`src/rtl/change_dispenser_pkg.sv`:
```
// Shared vending definitions: FSM state encoding, coin codes and
// the 5/10/20 denominations used by both the payout and receive sides.
package change_dispenser_pkg;

    localparam int unsigned DENO_5  = 5;
    localparam int unsigned DENO_10 = 10;
    localparam int unsigned DENO_20 = 20;

    typedef enum logic [1:0] {
        ST_IDLE,
        ST_SELECT,
        ST_DISPENSE,
        ST_DONE
    } state_t;

    typedef enum logic [1:0] {
        COIN_NONE,
        COIN_5,
        COIN_10,
        COIN_20
    } coin_t;

    function automatic int unsigned deno_value(coin_t c);
        unique case (c)
            COIN_5:  return DENO_5;
            COIN_10: return DENO_10;
            COIN_20: return DENO_20;
            default: return 0;
        endcase
    endfunction

endpackage

```
`src/rtl/change_dispenser_if.sv`:
```
// Coin-ejector handshake: one coin offered at a time with a one-hot
// denomination; master = dispenser, slave = ejector.
interface change_dispenser_if;
    logic coin_valid;
    logic coin_ready;
    logic deno_5;
    logic deno_10;
    logic deno_20;

    modport master (
        output coin_valid, deno_5, deno_10, deno_20,
        input  coin_ready
    );

    modport slave (
        input  coin_valid, deno_5, deno_10, deno_20,
        output coin_ready
    );
endinterface

```
`src/rtl/change_dispenser.sv`:
```
// Greedy change payout FSM: pays change_amt in 20/10/5 coins from stock.
// Ports: clk/reset, start+change_amt, load+stock_in_*, coin handshake
// (interface), busy/done/short_change/remaining, stock_* counts.
module change_dispenser
    import change_dispenser_pkg::*;
#(
    parameter int AMT_W      = 6,
    parameter int STOCK_W    = 4,
    parameter int INIT_STOCK = 4
) (
    input  logic               clk,
    input  logic               reset,
    input  logic               start,
    input  logic [AMT_W-1:0]   change_amt,
    input  logic               load,
    input  logic [STOCK_W-1:0] stock_in_5,
    input  logic [STOCK_W-1:0] stock_in_10,
    input  logic [STOCK_W-1:0] stock_in_20,
    change_dispenser_if.master coin,
    output logic               busy,
    output logic               done,
    output logic               short_change,
    output logic [AMT_W-1:0]   remaining,
    output logic [STOCK_W-1:0] stock_5,
    output logic [STOCK_W-1:0] stock_10,
    output logic [STOCK_W-1:0] stock_20
);

    localparam logic [AMT_W-1:0]   V5   = AMT_W'(DENO_5);
    localparam logic [AMT_W-1:0]   V10  = AMT_W'(DENO_10);
    localparam logic [AMT_W-1:0]   V20  = AMT_W'(DENO_20);
    localparam logic [STOCK_W-1:0] SINIT = STOCK_W'(INIT_STOCK);
    localparam logic [STOCK_W-1:0] SONE  = STOCK_W'(1);

    state_t             state_q;
    coin_t              coin_q;
    coin_t              coin_d;
    logic               valid_q;
    logic               done_q;
    logic               short_q;
    logic [AMT_W-1:0]   rem_q;
    logic [STOCK_W-1:0] s5_q;
    logic [STOCK_W-1:0] s10_q;
    logic [STOCK_W-1:0] s20_q;
    logic [AMT_W-1:0]   val;

    // Greedy pick: largest coin that fits and is still in stock.
    always_comb begin
        coin_d = COIN_NONE;
        if (rem_q >= V20 && s20_q != '0)
            coin_d = COIN_20;
        else if (rem_q >= V10 && s10_q != '0)
            coin_d = COIN_10;
        else if (rem_q >= V5 && s5_q != '0)
            coin_d = COIN_5;
    end

    assign val = AMT_W'(deno_value(coin_q));

    always_ff @(posedge clk) begin
        if (reset) begin
            state_q <= ST_IDLE;
            coin_q  <= COIN_NONE;
            valid_q <= 1'b0;
            done_q  <= 1'b0;
            short_q <= 1'b0;
            rem_q   <= '0;
            s5_q    <= SINIT;
            s10_q   <= SINIT;
            s20_q   <= SINIT;
        end else begin
            done_q <= 1'b0;
            unique case (state_q)
                ST_IDLE: begin
                    if (start) begin
                        rem_q   <= change_amt;
                        short_q <= 1'b0;
                        state_q <= ST_SELECT;
                    end else if (load) begin
                        s5_q  <= stock_in_5;
                        s10_q <= stock_in_10;
                        s20_q <= stock_in_20;
                    end
                end
                ST_SELECT: begin
                    if (coin_d != COIN_NONE) begin
                        coin_q  <= coin_d;
                        valid_q <= 1'b1;
                        state_q <= ST_DISPENSE;
                    end else begin
                        // done and short_change appear together
                        done_q  <= 1'b1;
                        short_q <= (rem_q != '0);
                        state_q <= ST_DONE;
                    end
                end
                ST_DISPENSE: begin
                    if (coin.coin_ready) begin
                        rem_q <= rem_q - val;
                        unique case (coin_q)
                            COIN_5:  s5_q  <= s5_q - SONE;
                            COIN_10: s10_q <= s10_q - SONE;
                            COIN_20: s20_q <= s20_q - SONE;
                            default: ;
                        endcase
                        coin_q  <= COIN_NONE;
                        valid_q <= 1'b0;
                        state_q <= ST_SELECT;
                    end
                end
                ST_DONE: begin
                    state_q <= ST_IDLE;
                end
                default: state_q <= ST_IDLE;
            endcase
        end
    end

    assign coin.coin_valid = valid_q;
    assign coin.deno_5     = (coin_q == COIN_5);
    assign coin.deno_10    = (coin_q == COIN_10);
    assign coin.deno_20    = (coin_q == COIN_20);

    assign busy         = (state_q != ST_IDLE);
    assign done         = done_q;
    assign short_change = short_q;
    assign remaining    = rem_q;
    assign stock_5      = s5_q;
    assign stock_10     = s10_q;
    assign stock_20     = s20_q;

endmodule

```
`src/flat_wrapper.sv`:
```
// flat-port wrapper written by rule: the top's interface ports become plain ports
module change_dispenser_flat import change_dispenser_pkg::*;
#(
    parameter int AMT_W      = 6,
    parameter int STOCK_W    = 4,
    parameter int INIT_STOCK = 4
)
  (clk, reset, start, change_amt, load, stock_in_5, stock_in_10, stock_in_20, busy, done, short_change, remaining, stock_5, stock_10, stock_20, coin_coin_valid, coin_deno_5, coin_deno_10, coin_deno_20, coin_coin_ready);
  change_dispenser_if coin_i ();
  input  logic clk;
  input  logic reset;
  input  logic start;
  input  logic [AMT_W-1:0] change_amt;
  input  logic load;
  input  logic [STOCK_W-1:0] stock_in_5;
  input  logic [STOCK_W-1:0] stock_in_10;
  input  logic [STOCK_W-1:0] stock_in_20;
  output logic busy;
  output logic done;
  output logic short_change;
  output logic [AMT_W-1:0] remaining;
  output logic [STOCK_W-1:0] stock_5;
  output logic [STOCK_W-1:0] stock_10;
  output logic [STOCK_W-1:0] stock_20;
  output wire logic [$bits(coin_i.coin_valid)-1:0] coin_coin_valid;
  output wire logic [$bits(coin_i.deno_5)-1:0] coin_deno_5;
  output wire logic [$bits(coin_i.deno_10)-1:0] coin_deno_10;
  output wire logic [$bits(coin_i.deno_20)-1:0] coin_deno_20;
  input wire logic [$bits(coin_i.coin_ready)-1:0] coin_coin_ready;
  assign coin_coin_valid = coin_i.coin_valid;
  assign coin_deno_5 = coin_i.deno_5;
  assign coin_deno_10 = coin_i.deno_10;
  assign coin_deno_20 = coin_i.deno_20;
  assign coin_i.coin_ready = coin_coin_ready;
  change_dispenser #(.AMT_W(AMT_W), .STOCK_W(STOCK_W), .INIT_STOCK(INIT_STOCK)) u_core (.clk(clk), .reset(reset), .start(start), .change_amt(change_amt), .load(load), .stock_in_5(stock_in_5), .stock_in_10(stock_in_10), .stock_in_20(stock_in_20), .coin(coin_i), .busy(busy), .done(done), .short_change(short_change), .remaining(remaining), .stock_5(stock_5), .stock_10(stock_10), .stock_20(stock_20));
endmodule
```
`config.mk`:
```
export PLATFORM = sky130hd
export DESIGN_NAME = change_dispenser_flat
export DESIGN_NICKNAME = d
export VERILOG_FILES = /design/src/rtl/change_dispenser_pkg.sv /design/src/rtl/change_dispenser_if.sv /design/src/rtl/change_dispenser.sv /design/src/flat_wrapper.sv
export SDC_FILE = /design/constraint.sdc
export NUM_CORES = 1
export LEC_CHECK = 0
export BUFFER_PORTS_ARGS = -buffer_cell sky130_fd_sc_hd__buf_2
export CAP_MARGIN = 30
export CORE_ASPECT_RATIO = 1.25
export CORE_MARGIN = 10
export CORE_UTILIZATION = 45
export CTS_CLUSTER_DIAMETER = 40
export CTS_CLUSTER_SIZE = 24
export DETAILED_ROUTE_END_ITERATION = 12
export GPL_TIMING_DRIVEN = 0
export PLACE_DENSITY_LB_ADDON = 0.2
export SKIP_CTS_REPAIR_TIMING = 1
export SLEW_MARGIN = 0
export SYNTH_ARGS = -nofsm -noshare
export SYNTH_HDL_FRONTEND = slang
export SYNTH_SLANG_ARGS = --single-unit
```
`constraint.sdc`:
```
create_clock -name clk -period 2.65 [get_ports clk]
set_clock_uncertainty 0.15 [all_clocks]
set_input_delay 0.265 -clock clk [delete_from_list [all_inputs] [get_ports clk]]
set_output_delay 0.265 -clock clk [all_outputs]
set_load 0.005 [all_outputs]
```
==> run_results.csv, run 1 <==
group,metric,value,unit
global_route,grtUsageTotal,0.139,
critical_path,critPathCaptureType,"flip-flop",
cells_and_area,n_antenna_cell,0,
critical_path,criticalPathCategory,"reg2reg",
synthesis,syn_area,1630,sq um
min_path,min_path_type,"in2reg",
place,io_buffers,47,
clock_tree,ctsHtreeMaxLevel,1,
synthesis,syn_inst,204,
critical_path,crit_family,"compound AO/OA/AOI/OAI gates",
timing,fin_crit,2350,ps
critical_path,r2r_cells,9,
detailed_routing,wl_met3,267,microns
clock_tree,clk_pin_slew_worst_paths,100,ps
critical_path,r2r_setup_slack,300,ps
floorplanning,num_io_pins,48,
synthesis,avgSynthCellArea,8.00,sq um
detailed_routing,drt_iter0_drc,89,
critical_path,critPathMostFrequentCell,"a211oi_1",
floorplanning,rows,24,
power_and_ir_drop,seq_power_share,0.410,
critical_path,crit_arrival,2380,ps
detailed_routing,dr_wl_met2,2260,microns
critical_path,start_kind,"flip-flop",
cells_and_area,drive_gt1_frac,0.275,
synthesis,synthMuxAreaShare,0,
global_route,overflow,0,
synthesis,synthesis.nets,236,
synthesis,synth_fa_ha_area_frac,0.0736,
detailed_routing,drt_wl_total,4460,microns
cells_and_area,nFillCells,348,
detailed_routing,detailroute.via_count,1644,
critical_path,cp_num_buf_inv,1,
floorplanning,die_area,6450,sq um
power_and_ir_drop,power_density,569,nW/um^2
floorplanning,initial_core_util,0.469,
detailed_routing,avgViaCountPerCell,5.59,
detailed_routing,wire_per_inst,15.2,microns
timing,fin_ws,303,ps
critical_path,reg2reg_from,"u_core.coin_q[1]",
cells_and_area,final_cell_mix,"buf_2, nor2_1, dfxtp_1, inv_1, o21ai_0",
timing,finalCritPeriodShare,0.886,
timing,rsz0062_at_grt,"no",
clock_tree,clk_latency,270,ps
power_and_ir_drop,vdd_drop_max,320,uV
cells_and_area,nNetsFinal,288,
timing,worst_slew_pin_slew,631,ps
critical_path,cp_num_cells,9,
power_and_ir_drop,intPower,705,uW
timing,clock.fmax,426,MHz
synthesis,synth_seq_cells,25,
job,cap_violations,0,
cells_and_area,area_growth,20.4,%
detailed_routing,met1Wirelength,1910,microns
detailed_routing,drtPass1Iterations,4,
global_route,grt_pass1_wl,7470,microns
place,gp_congestion,0.856,
timing,hold_violations,0,
synthesis,synth_xor_area_frac,0,
power_and_ir_drop,netSwitchingPower,413,uW
critical_path,cp_max_fo,4,
global_route,grt_max_degree,16,
detailed_routing,top_layer_used,"met4",
global_route,antenna_found_initial,0,
critical_path,crit_slowest_cell,"dfxtp_1",
floorplanning,coreArea,3480,sq um
cells_and_area,multi_input_area,1010,sq um
clock_tree,root_buffer,"clkbuf_8",
critical_path,worstSetupStartpoint,"u_core.coin_q[1]",
clock_tree,cts_sinks,25,
detailed_routing,drc,0,
synthesis,synth_compound_area_frac,0.339,
power_and_ir_drop,switching_share,0.370,
timing,setup_viol,0,
critical_path,cpPeakStageDelay,380,ps
cells_and_area,final_common_cell,"buf_2",
synthesis,seq_area_frac_synth,0.307,
clock_tree,cts_buffers,3,
floorplanning,dieHeight,87.3,microns
timing,slew_headroom,0.579,
critical_path,endpoint,"u_core.remaining[4]",
clock_tree,clock_path_buffers,2,
power_and_ir_drop,comb_power_share,0.377,
place,place_area,1920,sq um
power_and_ir_drop,clkPwrFrac,0.213,
synthesis,yosysWarnings,0,
critical_path,reg2reg_to,"u_core.remaining[4]",
place,dp_slack,338,ps
min_path,hold_start,"coin_coin_ready",
cells_and_area,fin_area,1970,sq um
run_status,status,"completed",
synthesis,synth_top_family_by_area,"compound AO/OA/AOI/OAI gates",
timing,setup_tns,0,ps
power_and_ir_drop,leakage,0.863,nW
timing,slew_violations,0,
synthesis,ys_types,35,
critical_path,path_cells,"nand2b_1, inv_1, ha_1, fa_1, nor2b_1, o21ai_0, a211oi_1, a211oi_1, a211oi_1",
place,dp_hpwl,3520,microns
detailed_routing,ant_nets,0,
floorplanning,fp.dieW,73.9,microns
clock_tree,cts_tree,"yes",
synthesis,yosys.area_share.simple,0.209,
global_route,grt_pass1_vias,1676,
cells_and_area,seqCellArea,500,sq um
critical_path,critical_path_required,2690,ps
[worst register-to-register path: stages, from the launching register on]
cell      delay [ps]
dfxtp_1          380
nand2b_1         220
inv_1             60
ha_1             210
fa_1             380
nor2b_1          170
o21ai_0          130
a211oi_1         260
a211oi_1          80
a211oi_1         220
[layer usage]
layer	vias up	track usage
li1	837	-
met1	764	0.153
met2	39	0.249
met3	4	0.0365
met4	0	0.0407
met5	-	0
[power by group through the flow]
stage               Sequential [mW]  Combinational, mW  Clock [mW]
floorplan                     0.462              0.294           0
global placement              0.467              0.417           0
detailed placement            0.467              0.421           0
CTS                           0.458              0.424       0.251
global route                  0.464              0.477       0.252
finish                        0.458              0.421       0.238
[cell families (layout without fill, tap and decap cells)]
| family | after synthesis | in the layout |
|---|---|---|
| compound gates | 68 | 68 |
| fa+ha+maj | 9 | 9 |
| simple gates | 75 | 75 |
| flops | 25 | 25 |
| buf+inv | 27 | 78 |
[synthesized netlist by cell type, drive strengths merged]
| library cell | n | area, sq um |
|---|---|---|
| nor2 | 41 | 154 |
| nand3 | 3 | 15.0 |
| a22oi | 7 | 52.6 |
| dfxtp | 25 | 500 |
| nand2 | 9 | 33.8 |
| a2bb2oi | 1 | 8.76 |
| a31oi | 4 | 25.0 |
| a221oi | 7 | 133 |
| o21ba | 1 | 10.0 |
| a21oi | 10 | 53.8 |
| fa | 1 | 20.0 |
| a22o | 7 | 61.3 |
| nor3 | 7 | 35.0 |
| o21ai | 16 | 91.3 |
| a311oi | 1 | 8.76 |
| a211oi | 10 | 75.1 |
| and4 | 2 | 17.5 |
| a32oi | 1 | 8.76 |
| nor2b | 5 | 31.3 |
| o21a | 1 | 7.51 |
| and2 | 1 | 6.26 |
| clkbuf | 5 | 20.0 |
| ha | 8 | 100 |
| nand2b | 6 | 37.5 |
| or3b | 1 | 11.3 |
| inv | 16 | 60.1 |
| o2bb2ai | 1 | 8.76 |
| buf | 6 | 37.5 |
| o221ai | 1 | 8.76 |
[area by class of cell]
cell class	instances	area share
Multi-Input combinational cell	152	0.516
Buffer	11	0.0293
Clock buffer	3	0.0210
Clock inverter	1	0.00382
Timing Repair Buffer	47	0.120
Tap cell	39	0.0248
Inverter	16	0.0306
Sequential cell	25	0.255
[worst min-delay path by stage]
| stage | end | slack [ps] | cells after the start |
|---|---|---|---|
| global route | u_core.remaining[0] | 190 | 3 |
| finish | u_core.state_q[1] | 160 | 4 |
| CTS | u_core.state_q[1] | 140 | 4 |
| global placement | u_core.coin.coin_valid | 340 | 2 |
| floorplan | u_core.state_q[1] | 300 | 3 |
| detailed placement | u_core.coin.coin_valid | 340 | 2 |
[flip-flops by register name, summed over array words and instances, names as in the netlist, 2 cells and up]
register / count
u_core.coin_q: 2
u_core.remaining: 6
u_core.state_q: 2
u_core.stock_10: 4
u_core.stock_20: 4
u_core.stock_5: 4
[per-stage QoR]
stage	hold slack, ps	total power, mW	util	std cells
floorplan	298	0.756	-	204
global placement	338	0.884	0.550	290
detailed placement	344	0.888	0.550	290
CTS	145	1.13	0.564	294
global route	188	1.19	0.564	294
finish	157	1.12	0.564	294
(Power assumes the default switching activity.)
==> run 2: changes to the inputs <==
--- a/config.mk
+++ b/config.mk
@@ -14,7 +14,7 @@
 export CTS_CLUSTER_SIZE = 24
 export DETAILED_ROUTE_END_ITERATION = 12
 export GPL_TIMING_DRIVEN = 0
-export PLACE_DENSITY_LB_ADDON = 0.2
+export PLACE_DENSITY = 0.73
 export SKIP_CTS_REPAIR_TIMING = 1
 export SLEW_MARGIN = 0
 export SYNTH_ARGS = -nofsm -noshare
==> run 2 against run 1 <==
Effect of this change:
- combinational power grew 1%
- maximum frequency fell by 2.9%
- sequential cell count stayed put
- largest cell class unchanged
- largest power group unchanged
- highest routed layer unchanged
==> run_results.csv, run 2 (synthesis results as in run 1) <==
group,metric,value,unit
run_status,status,"completed",
global_route,grt_max_degree,16,
global_route,grtUsageTotal,0.147,
detailed_routing,ant_nets,0,
place,place_area,1920,sq um
critical_path,critical_path_required,2700,ps
cells_and_area,area_growth,20.4,%
critical_path,crit_arrival,2470,ps
detailed_routing,top_layer_used,"met4",
detailed_routing,wl_met3,255,microns
job,cap_violations,0,
timing,slew_violations,0,
detailed_routing,drt_iter0_drc,71,
cells_and_area,nFillCells,351,
timing,slew_headroom,0.589,
floorplanning,num_io_pins,48,
cells_and_area,n_antenna_cell,0,
timing,clock.fmax,414,MHz
clock_tree,cts_buffers,3,
cells_and_area,largest_reg_flops,6,
cells_and_area,fin_area,1970,sq um
floorplanning,coreArea,3480,sq um
clock_tree,cts_tree,"yes",
floorplanning,fp.dieW,73.9,microns
cells_and_area,nNetsFinal,288,
power_and_ir_drop,power_density,574,nW/um^2
cells_and_area,drive_gt1_frac,0.275,
critical_path,cp_max_fo,4,
floorplanning,die_area,6450,sq um
timing,rsz0062_at_grt,"no",
timing,fin_crit,2420,ps
timing,hold_violations,0,
place,io_buffers,47,
timing,hold_slack,161,ps
detailed_routing,drt_wl_total,4620,microns
detailed_routing,wire_per_inst,15.7,microns
cells_and_area,final_cell_mix,"buf_2, nor2_1, dfxtp_1, inv_1, o21ai_0",
clock_tree,cts_sinks,25,
power_and_ir_drop,vdd_drop_max,361,uV
cells_and_area,final_common_cell,"buf_2",
floorplanning,rows,24,
critical_path,critPathCaptureType,"flip-flop",
global_route,antenna_found_initial,0,
cells_and_area,final_util,0.564,
floorplanning,dieHeight,87.3,microns
detailed_routing,detailroute.via_count,1661,
timing,worst_slew_pin_slew,617,ps
detailed_routing,met1Wirelength,2080,microns
floorplanning,initial_core_util,0.469,
place,gp_congestion,0.928,
global_route,overflow,0,
power_and_ir_drop,leakage,0.863,nW
clock_tree,ctsHtreeMaxLevel,1,
detailed_routing,drtPass1Iterations,4,
detailed_routing,avgViaCountPerCell,5.65,
power_and_ir_drop,p_total,1.13,mW
detailed_routing,dr_wl_met2,2210,microns
timing,finalCritPeriodShare,0.912,
critical_path,start_kind,"flip-flop",
clock_tree,clk_latency,270,ps
timing,setup_viol,0,
timing,setup_tns,0,ps
global_route,grt_pass1_wl,7820,microns
min_path,min_path_type,"in2reg",
clock_tree,clk_pin_slew_worst_paths,100,ps
clock_tree,root_buffer,"clkbuf_8",
clock_tree,clock_path_buffers,2,
detailed_routing,drc,0,
global_route,grt_pass1_vias,1727,
critical_path,criticalPathCategory,"reg2reg",
place,dp_hpwl,3550,microns
run 2: cell counts in the layout (fill, tap and decap cells not counted):
No cell type changed its count.
run 2: through the flow:
stage | setup WS [ps] | cells
2_1_floorplan | 561 | 204
3_3_place_gp | 363 | 290
3_5_place_dp | 280 | 290
4_1_cts | 256 | 294
5_1_grt | 95.3 | 294
6_report | 233 | 294
run 2: final timing paths:
kind                                          endpoint  cells after the start  slack [ps]                   start
worst max register to register     u_core.remaining[4]                      9         230        u_core.coin_q[1]
worst max-delay path               u_core.remaining[4]                      9         230        u_core.coin_q[1]
worst min register to register  u_core.coin.coin_valid                      2         370  u_core.coin.coin_valid
worst min-delay path                 u_core.state_q[1]                      4         160         coin_coin_ready
run 2: cell type report:
type                            instances  area [sq um]  area share
Clock buffer                            3          41.3      0.0210
Clock inverter                          1          7.51     0.00382
Sequential cell                        25           500       0.255
Timing Repair Buffer                   47           235       0.120
Inverter                               16          60.1      0.0306
Multi-Input combinational cell        152          1010       0.516
Buffer                                 11          57.6      0.0293
Tap cell                               39          48.8      0.0248
run 2: power by group:
part           internal [mW]  total (mW)  switching [mW]  leakage (nW)
sequential             0.416       0.460          0.0433         0.205
clock                  0.107       0.243           0.137        0.0217
combinational          0.182       0.425           0.243         0.636
run 2: per-layer routing:
| layer | vias to the layer above | GRT usage |
|---|---|---|
| met2 | 40 | 0.241 |
| met1 | 777 | 0.169 |
| met4 | 0 | 0.0747 |
| li1 | 838 | - |
| met3 | 6 | 0.0377 |
| met5 | - | 0 |
run 2: critical path: stages, from the launching register on:
cell      delay, ps
dfxtp_1         380
nand2b_1        230
inv_1            70
ha_1            210
fa_1            390
nor2b_1         190
o21ai_0         140
a211oi_1        280
a211oi_1         80
a211oi_1        220
